File: src/rtl/ica_dca_mem_responder_if.sv
// Bus bundle between the display-control initiator, the burst responder and
// the 64-bit memory port.
interface ica_dca_mem_responder_if;
    logic [21:0] address;
    logic        as;
    logic [15:0] dout;
    logic        burstdata_valid;
    logic        bus_ack;
    logic        mem_req;
    logic [18:0] mem_addr;
    logic        mem_valid;
    logic [63:0] mem_rdata;

    modport slave (
        input  address, as, mem_valid, mem_rdata,
        output dout, burstdata_valid, bus_ack, mem_req, mem_addr
    );

    modport master (
        output address, as, mem_valid, mem_rdata,
        input  dout, burstdata_valid, bus_ack, mem_req, mem_addr
    );
endinterface

File: src/rtl/ica_dca_mem_responder.sv
// Fetches one 64-bit line per address strobe and replays it to the initiator
// as a 4-word critical-word-first burst with a configurable inter-word gap.
module ica_dca_mem_responder #(
    parameter int GAP = 0
) (
    input logic                     clk,
    input logic                     reset,
    ica_dca_mem_responder_if.slave  bus
);

    typedef enum logic [1:0] {IDLE, FETCH, STREAM, DRAIN} state_t;

    localparam logic [2:0] GAP_LOAD = 3'(GAP);

    state_t      r_state, w_nextState;
    logic        r_memReq, w_memReq;
    logic [18:0] r_memAddr, w_memAddr;
    logic [1:0]  r_startIdx, w_startIdx;
    logic [63:0] r_line, w_line;
    logic [15:0] r_dout, w_dout;
    logic        r_burstValid, w_burstValid;
    logic        r_busAck, w_busAck;
    logic [1:0]  r_wordCnt, w_wordCnt;
    logic [2:0]  r_gapCnt, w_gapCnt;
    logic [1:0]  w_wordIdx;

    // Word 0 of a line sits in the most significant 16 bits.
    function automatic logic [15:0] selectWord(input logic [63:0] line, input logic [1:0] idx);
        case (idx)
            2'd0:    return line[63:48];
            2'd1:    return line[47:32];
            2'd2:    return line[31:16];
            default: return line[15:0];
        endcase
    endfunction

    assign w_wordIdx = r_startIdx + r_wordCnt;

    always_comb begin
        w_nextState  = r_state;
        w_memReq     = r_memReq;
        w_memAddr    = r_memAddr;
        w_startIdx   = r_startIdx;
        w_line       = r_line;
        w_dout       = r_dout;
        w_burstValid = 1'b0;
        w_busAck     = 1'b0;
        w_wordCnt    = r_wordCnt;
        w_gapCnt     = r_gapCnt;
        case (r_state)
            IDLE: begin
                if (bus.as) begin
                    w_memAddr   = bus.address[21:3];
                    w_startIdx  = bus.address[2:1];
                    w_memReq    = 1'b1;
                    w_nextState = FETCH;
                end
            end
            FETCH: begin
                // The critical word goes out straight from the memory data so it is
                // valid in the first STREAM cycle.
                if (bus.mem_valid) begin
                    w_line       = bus.mem_rdata;
                    w_memReq     = 1'b0;
                    w_dout       = selectWord(bus.mem_rdata, r_startIdx);
                    w_burstValid = 1'b1;
                    w_wordCnt    = 2'd1;
                    w_gapCnt     = GAP_LOAD;
                    w_nextState  = STREAM;
                end else if (!bus.as) begin
                    w_nextState = DRAIN;
                end
            end
            STREAM: begin
                if (r_busAck) begin
                    w_wordCnt   = 2'd0;
                    w_gapCnt    = 3'd0;
                    w_nextState = IDLE;
                end else if (r_gapCnt != 3'd0) begin
                    w_gapCnt = r_gapCnt - 3'd1;
                end else begin
                    w_dout       = selectWord(r_line, w_wordIdx);
                    w_burstValid = 1'b1;
                    w_busAck     = (r_wordCnt == 2'd3);
                    w_wordCnt    = r_wordCnt + 2'd1;
                    w_gapCnt     = GAP_LOAD;
                end
            end
            DRAIN: begin
                if (bus.mem_valid) begin
                    w_memReq    = 1'b0;
                    w_nextState = IDLE;
                end
            end
            default: w_nextState = IDLE;
        endcase
    end

    always_ff @(posedge clk) begin
        if (reset) begin
            r_state      <= IDLE;
            r_memReq     <= 1'b0;
            r_memAddr    <= '0;
            r_startIdx   <= '0;
            r_line       <= '0;
            r_dout       <= '0;
            r_burstValid <= 1'b0;
            r_busAck     <= 1'b0;
            r_wordCnt    <= '0;
            r_gapCnt     <= '0;
        end else begin
            r_state      <= w_nextState;
            r_memReq     <= w_memReq;
            r_memAddr    <= w_memAddr;
            r_startIdx   <= w_startIdx;
            r_line       <= w_line;
            r_dout       <= w_dout;
            r_burstValid <= w_burstValid;
            r_busAck     <= w_busAck;
            r_wordCnt    <= w_wordCnt;
            r_gapCnt     <= w_gapCnt;
        end
    end

    assign bus.dout            = r_dout;
    assign bus.burstdata_valid = r_burstValid;
    assign bus.bus_ack         = r_busAck;
    assign bus.mem_req         = r_memReq;
    assign bus.mem_addr        = r_memAddr;

endmodule

File: src/flat_wrapper.sv
// flat-port wrapper written by rule: the top's interface ports become plain ports
module ica_dca_mem_responder_flat 
#(
    parameter int GAP = 0
)
  (clk, reset, bus_address, bus_as, bus_mem_valid, bus_mem_rdata, bus_dout, bus_burstdata_valid, bus_bus_ack, bus_mem_req, bus_mem_addr);
  ica_dca_mem_responder_if bus_i ();
  input logic clk;
  input logic reset;
  input wire logic [$bits(bus_i.address)-1:0] bus_address;
  input wire logic [$bits(bus_i.as)-1:0] bus_as;
  input wire logic [$bits(bus_i.mem_valid)-1:0] bus_mem_valid;
  input wire logic [$bits(bus_i.mem_rdata)-1:0] bus_mem_rdata;
  output wire logic [$bits(bus_i.dout)-1:0] bus_dout;
  output wire logic [$bits(bus_i.burstdata_valid)-1:0] bus_burstdata_valid;
  output wire logic [$bits(bus_i.bus_ack)-1:0] bus_bus_ack;
  output wire logic [$bits(bus_i.mem_req)-1:0] bus_mem_req;
  output wire logic [$bits(bus_i.mem_addr)-1:0] bus_mem_addr;
  assign bus_i.address = bus_address;
  assign bus_i.as = bus_as;
  assign bus_i.mem_valid = bus_mem_valid;
  assign bus_i.mem_rdata = bus_mem_rdata;
  assign bus_dout = bus_i.dout;
  assign bus_burstdata_valid = bus_i.burstdata_valid;
  assign bus_bus_ack = bus_i.bus_ack;
  assign bus_mem_req = bus_i.mem_req;
  assign bus_mem_addr = bus_i.mem_addr;
  ica_dca_mem_responder #(.GAP(GAP)) u_core (.clk(clk), .reset(reset), .bus(bus_i));
endmodule
File: config.mk
export PLATFORM = sky130hd
export DESIGN_NAME = ica_dca_mem_responder_flat
export DESIGN_NICKNAME = d
export VERILOG_FILES = /design/src/rtl/ica_dca_mem_responder_if.sv /design/src/rtl/ica_dca_mem_responder.sv /design/src/flat_wrapper.sv
export SDC_FILE = /design/constraint.sdc
export NUM_CORES = 1
export LEC_CHECK = 0
export BUFFER_PORTS_ARGS = -buffer_cell sky130_fd_sc_hd__buf_2
export CAP_MARGIN = 30
export CORE_ASPECT_RATIO = 0.75
export CORE_MARGIN = 5
export CORE_UTILIZATION = 40
export CTS_CLUSTER_DIAMETER = 150
export DETAILED_ROUTE_END_ITERATION = 12
export GPL_ROUTABILITY_DRIVEN = 0
export HOLD_SLACK_MARGIN = 0.08
export REMOVE_ABC_BUFFERS = 1
export SLEW_MARGIN = 30
export SYNTH_ARGS = -nofsm -noshare
export SYNTH_HDL_FRONTEND = slang
export SYNTH_SLANG_ARGS = --single-unit
File: constraint.sdc
create_clock -name clk -period 3.5 [get_ports clk]
set_input_delay 0 -clock clk [delete_from_list [all_inputs] [get_ports clk]]
set_output_delay 0 -clock clk [all_outputs]
set_load 0.02 [all_outputs]
==> out/metrics.yaml, run 1 <==
outcome:
  status: "finished clean"
clock_network:
  clock_path_buffers: 2
  cts_buffers: 9
  cts_resized: 0
  cts_setup_buffers: 0
  cts.htree.levels: 3
  cts_root_buffer: "clkbuf_16"
  worstSkewPairLatency_ns: 0.36
  cts_tree: "done"
  clk_pin_slew_ns: 0.07
  clock_sinks: 111
  cts_hold_buf: 105
critical_path:
  crit_start: "u_core.r_state[0]$_SDFFE_PP0P_"
  crit_type: "reg -> reg"
  cp.required_ns: 3.77
  arrival_ns: 2.86
  worstReg2RegStart: "u_core.r_state[0]$_SDFFE_PP0P_"
  startpoint_type: "flip-flop"
  critPathMaxFanout: 12
  end_kind: "flip-flop"
synth:
  synthCells: 684
  synth_common_cells: "nand2_1, dfxtp_1, a21oi_1"
  ys.flop_type: "dfxtp_1"
  syn_avg_cell_area_um2: 8.21
  async_flop_share_pct: 0
  yosysWarningCount: 0
  synth.area.top_cells: "dfxtp_1, nand2_1, a21oi_1, mux2i_1, mux4_2"
  synth_cell_types: 47
  syn-cell-area_um2: 5620
  yosys.area.top_type: "dfxtp_1"
  synth.most_common_cell: "nand2_1"
  synth_edf_count: 0
  ys_seq_area_share_pct: 39.6
  synth_top_cell_area_share_pct: 39.6
  yosys_register_bits: 111
timing:
  final_hold_viol_count: 0
  drv_slew: 0
  fin_crit_sh_pct: 74.0
  fmax_mhz: 386
  relSlewSlack_pct: 41.3
  worstMarginPinSlew_ns: 0.880
  rsz0062_at_grt: "false"
  period_needed_ns: 2.59
  setup_viol: 0
  timing.setup.tns_ns: 0
  finClkSkew_ns: 0.0110
  setup_slack_ns: 0.910
power_and_ir_drop:
  p_comb_share_pct: 48.1
  clockPowerShare_pct: 19.9
  power_density_nw_per_um2: 668
  irDropWorstVdd_mv: 0.332
  leakage_nw: 3.18
  finalPower_mw: 5.12
  sw_frac_of_total_pct: 39.7
  p_int_mw: 3.08
  power.switching_mw: 2.03
  seqPwrFrac_pct: 32.0
placed_design:
  place.detailed.hpwl_um: 10700
  portBuffers: 126
  dp_slack_ns: 0.952
route:
  drtIter0Drc: 354
  num_vias: 5647
  ant_nets: 0
  wl_um: 17300
  via_per_inst: 5.34
  drc: 0
  post_drt_wl_per_cell_um: 16.4
  drtPass1Iterations: 5
die:
  fp.dieW_um: 147
  row_count: 37
  core_region_area_um2: 13700
  start_util_pct: 40.9
  die_h_um: 113
  ios: 128
  die_area_um2: 16500
finish:
  num_antenna_cells: 0
  drive_above_1_share_pct: 20.2
  area_delta_synth_final_pct: 36.3
  utilization_pct: 55.7
  final_nets: 978
hold_path:
  worstHoldStart: "bus_mem_valid"
  hold_path.class: "in -> reg"
grt:
  grt_pass1_vias: 5729
  antenna_found_initial: 0
  grt_max_degree: 89
  overflow: 0
  grt_pass1_wl_um: 27900
  grt_util_all_layers_pct: 20.5
job:
  maxCapViolCount: 0
state kept, by name, summed over array words and instances, names as in the netlist:
signal,count
u_core.bus.mem_addr,19
u_core.bus.burstdata_valid,1
u_core.bus.bus_ack,1
u_core.r_line,64
u_core.bus.dout,16
u_core.r_wordCnt,2
u_core.r_gapCnt,3
u_core.r_state,2
u_core.r_startIdx,2
u_core.bus.mem_req,1
area by class of cell:
type,count,area [um2]
Timing Repair Buffer,243,1780
Fill cell,1211,6090
Clock buffer,10,229
Clock inverter,3,47.5
Sequential cell,111,2220
Multi-Input combinational cell,511,3140
Tap cell,175,219
Inverter,5,18.8
layer usage:
| layer | vias to the layer above | track usage [%] | part of all wire (%) |
|---|---|---|---|
| met5 | - | 0 | 0 |
| met4 | 0 | 4.76 | 1.3 |
| met3 | 19 | 4.48 | 5.2 |
| met2 | 155 | 36.2 | 49 |
| met1 | 2679 | 25.6 | 44 |
| li1 | 2794 | - | - |
power groups by stage:
stage	sequential [mW]	clock [mW]	combinational [mW]
floorplan	1.78	0	1.53
global placement	1.65	0	2.26
detailed placement	1.66	0	2.31
CTS	1.63	1.03	2.45
global route	1.66	1.08	2.71
finish	1.64	1.02	2.46
worst max-delay path, cell delays in order, from the launching register on:
cell      delay [ns]
dfxtp_1         0.38
inv_1           0.11
ha_1            0.37
mux2i_2         0.44
nand2b_1        0.61
buf_4           0.30
a22oi_1         0.12
o32ai_2         0.17
final timing paths:
kind	cells past startpoint	slack, ns	endpoint
hold reg to reg	2	0.46	u_core.r_line[43]$_SDFFE_PP0P_
setup reg to reg	7	0.91	u_core.bus.dout[13]$_SDFFE_PP0P_
hold / removal	5	0.13	u_core.bus.mem_req$_SDFFE_PP0P_
setup / recovery	7	0.91	u_core.bus.dout[13]$_SDFFE_PP0P_
logic make-up after synthesis:
kind of cell / share of synthesized area [%]
flip-flops: 39.6
buffers and inverters: 4.88
XOR/XNOR: 0.713
AO/OA/AOI/OAI: 21.2
multiplexers: 11.0
AND/OR/NAND/NOR: 21.1
adder cells (fa/ha/maj): 1.56
per-stage QoR:
step                std cells  hold slack (ns)  cell area, um2
CTS                      1058            0.115            7650
finish                   1058            0.127            7650
detailed placement        940            0.245            6320
global placement          940            0.241            6320
global route             1058            0.175            7650
floorplan                 627           0.0691            5360
cell usage in the layout (no fill, tap or decap), drive strengths merged, types with 2 or more instances in the layout:
master,n
a32oi,15
mux2i,39
nand2b,5
o21ai,2
dfxtp,111
nor3b,2
a211oi,3
nor4,2
nand3,2
or3,17
clkinv,2
o22a,8
and2,3
buf,138
a22oi,8
nand2,189
or2,2
mux4,10
nor2b,19
o32ai,8
o22ai,22
a21oi,103
nor3,2
clkbuf,10
inv,5
nor2,22
ha,7
dlygate4sd3,105
o221ai,7
and3,2
(Power assumes the default switching activity.)
==> run 2: changes to the inputs <==
==> constraint.sdc (replaced) <==
create_clock -name clk -period 2.1 [get_ports clk]
set_input_delay 0 -clock clk [delete_from_list [all_inputs] [get_ports clk]]
set_output_delay 0 -clock clk [all_outputs]
set_load 0.02 [all_outputs]
==> run 2 against run 1 <==
Utilization down 0.45 points. Maximum frequency increased by 31%. Wire length shrank 0.36%. Sequential power is 66% higher. Largest cell class unchanged. Count of clock-buffer cells in the layout up 2. Critical endpoint is now u_core.bus.dout[3]$_SDFFE_PP0P_. Via count increased by 1.1%. Total power increased by 67%. First-iteration DRC count is the same. Final area shrank 0.80%. Clock power rose by 58%.
==> out/metrics.yaml, run 2 (synthesis gave the netlist of run 1 again) <==
grt:
  grt_util_all_layers_pct: 20.6  # was 20.5%
  grt_max_degree: 111  # was 89
  grt_pass1_vias: 5662  # was 5729
  antenna_found_initial: 0  # unchanged
  overflow: 0  # unchanged
  grt_pass1_wl_um: 28300  # was 27900 um
timing:
  relSlewSlack_pct: 50.9  # was 41.3%
  final_hold_viol_count: 0  # unchanged
  setup_viol: 0  # unchanged
  hold_ws_ns: 0.191  # was 0.127 ns
  worstMarginPinSlew_ns: 0.736  # was 0.880 ns
  drv_slew: 0  # unchanged
  fin_crit_sh_pct: 93.9  # was 74.0%
  finClkSkew_ns: 0.0104  # was 0.0110 ns
  fmax_mhz: 507  # was 386 MHz
  period_needed_ns: 1.97  # was 2.59 ns
  rsz0062_at_grt: "false"  # unchanged
  timing.setup.tns_ns: 0  # unchanged
finish:
  area_delta_synth_final_pct: 35.2  # was 36.3%
  drive_above_1_share_pct: 21.5  # was 20.2%
  mostFrequentLayoutCells: "nand2_1, buf_2, dfxtp_1, a21oi_1, dlygate4sd3_1"  # was nand2_1, buf_2, dfxtp_1, dlygate4sd3_1, a21oi_1
  utilization_pct: 55.2  # was 55.7%
  largest_reg_flops: 64  # unchanged
  num_antenna_cells: 0  # unchanged
  final_nets: 965  # was 978
  fillers: 1203  # was 1211
  final_common_cell: "nand2_1"  # unchanged
  largest_register: "u_core.r_line"  # unchanged
power_and_ir_drop:
  sw_frac_of_total_pct: 39.7  # about the same
  power.switching_mw: 3.40  # was 2.03 mW
  seqPwrFrac_pct: 31.8  # was 32.0%
  power_density_nw_per_um2: 1130  # was 668 nW/um2
  irDropWorstVdd_mv: 0.532  # was 0.332 mV
  p_comb_share_pct: 49.3  # was 48.1%
  p_int_mw: 5.15  # was 3.08 mW
  leakage_nw: 3.12  # was 3.18 nW
  clockPowerShare_pct: 18.9  # was 19.9%
hold_path:
  min_delay_worst_endpoint: "u_core.bus.mem_req$_SDFFE_PP0P_"  # unchanged
  hold_path.class: "in -> reg"  # unchanged
  hold_depth: 5  # unchanged
  worstHoldStart: "bus_mem_valid"  # unchanged
critical_path:
  critPathSlowestCell: "dfxtp_1"  # was nand2b_1
  end_kind: "flip-flop"  # unchanged
  arrival_ns: 2.17  # was 2.86 ns
  startpoint_type: "flip-flop"  # unchanged
  ff2ff_setup_slack_ns: 0.13  # was 0.91 ns
  critPathMaxFanout: 31  # was 12
  cp.required_ns: 2.30  # was 3.77 ns
  crit_chain: "ha_1 -> xor2_2 -> buf_12 -> nand3_1 -> o221ai_1 -> o22ai_1"  # was inv_1 -> ha_1 -> mux2i_2 -> nand2b_1 -> buf_4 -> a22oi_1 -> o32ai_2
  crit_type: "reg -> reg"  # unchanged
  crit_start: "u_core.r_wordCnt[0]$_SDFFE_PP0P_"  # was u_core.r_state[0]$_SDFFE_PP0P_
  r2r_end: "u_core.bus.dout[3]$_SDFFE_PP0P_"  # was u_core.bus.dout[13]$_SDFFE_PP0P_
  rr_worst_depth: 6  # was 7
  slowest_delay_ns: 0.39  # was 0.61 ns
  worstReg2RegStart: "u_core.r_wordCnt[0]$_SDFFE_PP0P_"  # was u_core.r_state[0]$_SDFFE_PP0P_
clock_network:
  cts.htree.levels: 3  # unchanged
  worstSkewPairLatency_ns: 0.34  # was 0.36 ns
  clock_sinks: 111  # unchanged
  clock_path_buffers: 2  # unchanged
  cts_tree: "done"  # unchanged
  cts_buffers: 9  # unchanged
  clk_pin_slew_ns: 0.07  # about the same
  cts_root_buffer: "clkbuf_16"  # unchanged
route:
  drtIter0Drc: 354  # unchanged
  wl_um: 17300  # about the same
  via_per_inst: 5.45  # was 5.34
  drc: 0  # unchanged
  num_vias: 5707  # was 5647
  post_drt_wl_per_cell_um: 16.5  # was 16.4 um
  drtPass1Iterations: 5  # unchanged
  ant_nets: 0  # unchanged
job:
  maxCapViolCount: 0  # unchanged
die:
  die_area_um2: 16500  # unchanged
  start_util_pct: 40.9  # unchanged
  row_count: 37  # unchanged
  ios: 128  # unchanged
  fp.dieW_um: 147  # unchanged
  die_h_um: 113  # unchanged
  core_region_area_um2: 13700  # unchanged
outcome:
  status: "finished clean"  # unchanged
placed_design:
  portBuffers: 126  # unchanged
  place.detailed.hpwl_um: 10900  # was 10700 um
## run 2: cell count changes in the layout (fill, tap and decap cells not counted), moves of 2 or more
cell,change
inv_6,+2
clkinv_4,-2
buf_12,+7
clkinv_2,+2
dlygate4sd3_1,-20
## run 2: power by group through the flow
stage | clock, mW | combinational, mW | sequential (mW)
final | 1.61 | 4.21 | 2.72
after global routing | 1.74 | 4.66 | 2.76
after CTS | 1.66 | 4.19 | 2.71
after detailed placement | 0 | 4.06 | 2.76
after global placement | 0 | 3.92 | 2.75
after floorplan | 0 | 2.55 | 2.96
## run 2: cell type report
class	count	area (um2)	share of cell area, %
Clock buffer	12	246	3.25
Clock inverter	4	27.5	0.362
Inverter	5	18.8	0.247
Multi-Input combinational cell	511	3140	41.4
Sequential cell	111	2220	29.3
Tap cell	175	219	2.88
Timing Repair Buffer	230	1710	22.6
## run 2: worst max-delay path, delay by kind of cell (launching register included)
kind / cells / cell delay (ns)
DFF: 1 / 0.39
xor gates and xnor gates: 1 / 0.20
and+or+nand+nor: 1 / 0.31
buffers and inverters: 1 / 0.20
AOI/OAI and AO/OA: 2 / 0.41
adders and majority gates: 1 / 0.31
## run 2: routing by layer
layer	global-route usage [%]	part of all wire, %
met1	27.7	46
met2	34.8	48
met3	3.43	5.1
met4	4.89	1.1
met5	0	0
## run 2: through the flow
stage	std cells	setup WS (ns)	area (um2)	power, mW
after global routing	1048	0.0537	7590	9.16
final	1048	0.127	7590	8.54
after global placement	947	0.170	6460	6.67
after floorplan	627	-1.83	5360	5.51
after CTS	1048	0.0786	7590	8.56
after detailed placement	947	0.0956	6460	6.81
## run 2: how the worst max path moves through the flow
stage | depth (start not counted) | slack [ns] | endpoint
after global routing | 6 | 0.05 | u_core.bus.dout[0]$_SDFFE_PP0P_
after floorplan | 5 | -1.83 | u_core.bus.dout[10]$_SDFFE_PP0P_
after detailed placement | 6 | 0.1 | u_core.bus.dout[13]$_SDFFE_PP0P_
after global placement | 6 | 0.17 | u_core.bus.dout[11]$_SDFFE_PP0P_
after CTS | 6 | 0.08 | u_core.bus.dout[7]$_SDFFE_PP0P_
final | 6 | 0.13 | u_core.bus.dout[3]$_SDFFE_PP0P_
## run 2: what timing repair did
item,4_1_cts,5_1_grt
endpoints found under the hold margin,85,0
gates resized for setup,0,1
endpoints found under the setup margin,0,8
setup buffers,0,0
hold buffers,85,0
==> run 3: changes to the inputs <==
--- a/config.mk
+++ b/config.mk
@@ -14,7 +14,6 @@
 export DETAILED_ROUTE_END_ITERATION = 12
 export GPL_ROUTABILITY_DRIVEN = 0
 export HOLD_SLACK_MARGIN = 0.08
-export REMOVE_ABC_BUFFERS = 1
 export SLEW_MARGIN = 30
 export SYNTH_ARGS = -nofsm -noshare
 export SYNTH_HDL_FRONTEND = slang
==> run 3 against run 2 <==
Total power is 1.7% higher. Maximum frequency is 1.1% higher. Utilization is 0.19 points higher. Global-route usage is 0.83 points higher. First-iteration DRC count is 0.28% higher. Wire length is 3.8% higher. Via count is 1.1% higher. Sequential share of layout area is 0.10 points lower. Critical path depth stayed put. Die area stayed put. Count of clock-buffer cells in the layout is 2 lower. Largest power group unchanged.
==> out/metrics.yaml, run 3 (synthesis gave the netlist of run 1 again) <==
route:
  drtIter0Drc: 355  # was 354
  num_vias: 5767  # was 5707
  wl_um: 17900  # was 17300 um
  ant_nets: 0  # unchanged
  drtPass1Iterations: 5  # unchanged
  drc: 0  # unchanged
  via_per_inst: 5.49  # was 5.45
  post_drt_wl_per_cell_um: 17.1  # was 16.5 um
die:
  core_region_area_um2: 13700  # unchanged
  row_count: 37  # unchanged
  die_h_um: 113  # unchanged
  start_util_pct: 40.9  # unchanged
  fp.dieW_um: 147  # unchanged
  die_area_um2: 16500  # unchanged
  ios: 128  # unchanged
critical_path:
  crit_start: "u_core.r_wordCnt[0]$_SDFFE_PP0P_"  # unchanged
  rr_worst_depth: 6  # unchanged
  worstReg2RegStart: "u_core.r_wordCnt[0]$_SDFFE_PP0P_"  # unchanged
  r2r_end: "u_core.bus.dout[8]$_SDFFE_PP0P_"  # was u_core.bus.dout[3]$_SDFFE_PP0P_
  startpoint_type: "flip-flop"  # unchanged
  arrival_ns: 2.17  # about the same
  ff2ff_setup_slack_ns: 0.15  # was 0.13 ns
  cp.required_ns: 2.32  # was 2.30 ns
  crit_end: "u_core.bus.dout[8]$_SDFFE_PP0P_"  # was u_core.bus.dout[3]$_SDFFE_PP0P_
  crit_chain: "ha_1 -> buf_4 -> nand2b_1 -> o22a_1 -> o22ai_1 -> o32ai_2"  # was ha_1 -> xor2_2 -> buf_12 -> nand3_1 -> o221ai_1 -> o22ai_1
  critPathSlowestCell: "dfxtp_1"  # unchanged
  end_kind: "flip-flop"  # unchanged
  slowest_delay_ns: 0.35  # was 0.39 ns
  crit_type: "reg -> reg"  # unchanged
  critPathMaxFanout: 27  # was 31
timing:
  fmax_mhz: 513  # was 507 MHz
  final_hold_viol_count: 0  # unchanged
  setup_viol: 0  # unchanged
  fin_crit_sh_pct: 92.9  # was 93.9%
  timing.setup.tns_ns: 0  # unchanged
  rsz0062_at_grt: "false"  # unchanged
  worstMarginPinSlew_ns: 0.720  # was 0.736 ns
  period_needed_ns: 1.95  # was 1.97 ns
  relSlewSlack_pct: 52.0  # was 50.9%
  setup_slack_ns: 0.149  # was 0.127 ns
  finClkSkew_ns: 0.00626  # was 0.0104 ns
  drv_slew: 0  # unchanged
clock_network:
  worstSkewPairLatency_ns: 0.35  # was 0.34 ns
  cts_buffers: 9  # unchanged
  clock_sinks: 111  # unchanged
  clk_pin_slew_ns: 0.07  # about the same
  cts_tree: "done"  # unchanged
  clock_path_buffers: 2  # unchanged
  cts_root_buffer: "clkbuf_16"  # unchanged
  cts.htree.levels: 3  # unchanged
grt:
  grt_pass1_vias: 5901  # was 5662
  grt_pass1_wl_um: 29200  # was 28300 um
  grt_util_all_layers_pct: 21.5  # was 20.6%
  overflow: 0  # unchanged
  grt_max_degree: 66  # was 111
  antenna_found_initial: 0  # unchanged
finish:
  ff_latch_area_um2: 2220  # unchanged
  final_nets: 968  # was 965
  drive_above_1_share_pct: 22.0  # was 21.5%
  fillers: 1224  # was 1203
  multi_input_area_um2: 3160  # was 3140 um2
  mostFrequentLayoutCells: "nand2_1, buf_2, dfxtp_1, a21oi_1, dlygate4sd3_1"  # unchanged
  final_common_cell: "nand2_1"  # unchanged
  num_antenna_cells: 0  # unchanged
  area_delta_synth_final_pct: 35.6  # was 35.2%
  largest_reg_flops: 64  # unchanged
  largest_register: "u_core.r_line"  # unchanged
synth:
  synth_fp_nets: 781
placed_design:
  dp_slack_ns: 0.0634  # was 0.0956 ns
  place.detailed.hpwl_um: 11700  # was 10900 um
  portBuffers: 126  # unchanged
job:
  maxCapViolCount: 0  # unchanged
power_and_ir_drop:
  power_density_nw_per_um2: 1140  # was 1130 nW/um2
  p_int_mw: 5.23  # was 5.15 mW
  irDropWorstVdd_mv: 0.589  # was 0.532 mV
  leakage_nw: 3.12  # about the same
  p_comb_share_pct: 48.8  # was 49.3%
  sw_frac_of_total_pct: 39.8  # was 39.7%
  seqPwrFrac_pct: 31.3  # was 31.8%
  power.switching_mw: 3.46  # was 3.40 mW
  clockPowerShare_pct: 19.9  # was 18.9%
hold_path:
  worstHoldStart: "bus_mem_valid"  # unchanged
  hold_path.class: "in -> reg"  # unchanged
outcome:
  status: "finished clean"  # unchanged
run 3: cell types whose count changed in the layout (fill, tap and decap cells not counted), moves of 2 or more:
cell        before  now
buf_4           13   18
clkinv_2         2    0
clkinvlp_4       0    3
buf_12           7    4
run 3: layer usage:
metal | GRT usage [%] | wire, um
met5 | 0 | 0
met2 | 36.9 | 8630
met4 | 6.08 | 276
met1 | 26.9 | 7690
met3 | 5.08 | 1340
run 3: layout make-up:
cell class,count,area share [%]
inverters,5,0.246
well taps,175,2.87
multi-input cells,511,41.4
flip-flops and latches,111,29.2
repair buffers,233,22.3
clock buffers,10,3.00
clock inverters,6,0.920
run 3: worst max-delay path: cells and delay by family (launching register included):
kind	cells	cell delay, ns
AOI/OAI and AO/OA	3	0.56
adders and majority gates	1	0.34
buffers and inverters	1	0.23
DFF	1	0.35
and+or+nand+nor	1	0.34
run 3: worst min-delay path by stage:
stage,endpoint,slack [ns],cells after the start
2_1_floorplan,u_core.r_line[15]$_SDFFE_PP0P_,0.14,2
3_3_place_gp,u_core.bus.mem_addr[16]$_SDFFE_PP0P_,0.24,3
3_5_place_dp,u_core.bus.mem_addr[2]$_SDFFE_PP0P_,0.25,3
4_1_cts,u_core.bus.mem_req$_SDFFE_PP0P_,0.14,5
5_1_grt,u_core.bus.mem_req$_SDFFE_PP0P_,0.21,5
6_report,u_core.bus.mem_req$_SDFFE_PP0P_,0.18,5
run 3: stage by stage:
stage	util (%)	instances	cell area, um2	hold slack, ns	total power [mW]
after global routing	55.4	1051	7620	0.208	9.27
after CTS	55.3	1051	7600	0.144	8.69
after detailed placement	46.8	949	6440	0.247	6.82
after global placement	46.8	949	6440	0.241	6.66
final	55.4	1051	7620	0.178	8.69
after floorplan	-	684	5620	0.136	5.70
run 3: what timing repair did:
item / in CTS / in global routing
buffers inserted: 0 / 0
endpoints found under the setup margin: 0 / 15
hold buffers: 86 / 0
gates resized for setup: 0 / 4
hold endpoints to repair: 91 / 0
run 3: power by group through the flow:
stage          combinational, mW  clock (mW)  sequential, mW
2_1_floorplan               2.80           0            2.90
3_3_place_gp                3.91           0            2.75
3_5_place_dp                4.06           0            2.76
4_1_cts                     4.20        1.77            2.71
5_1_grt                     4.67        1.84            2.76
6_report                    4.24        1.73            2.72
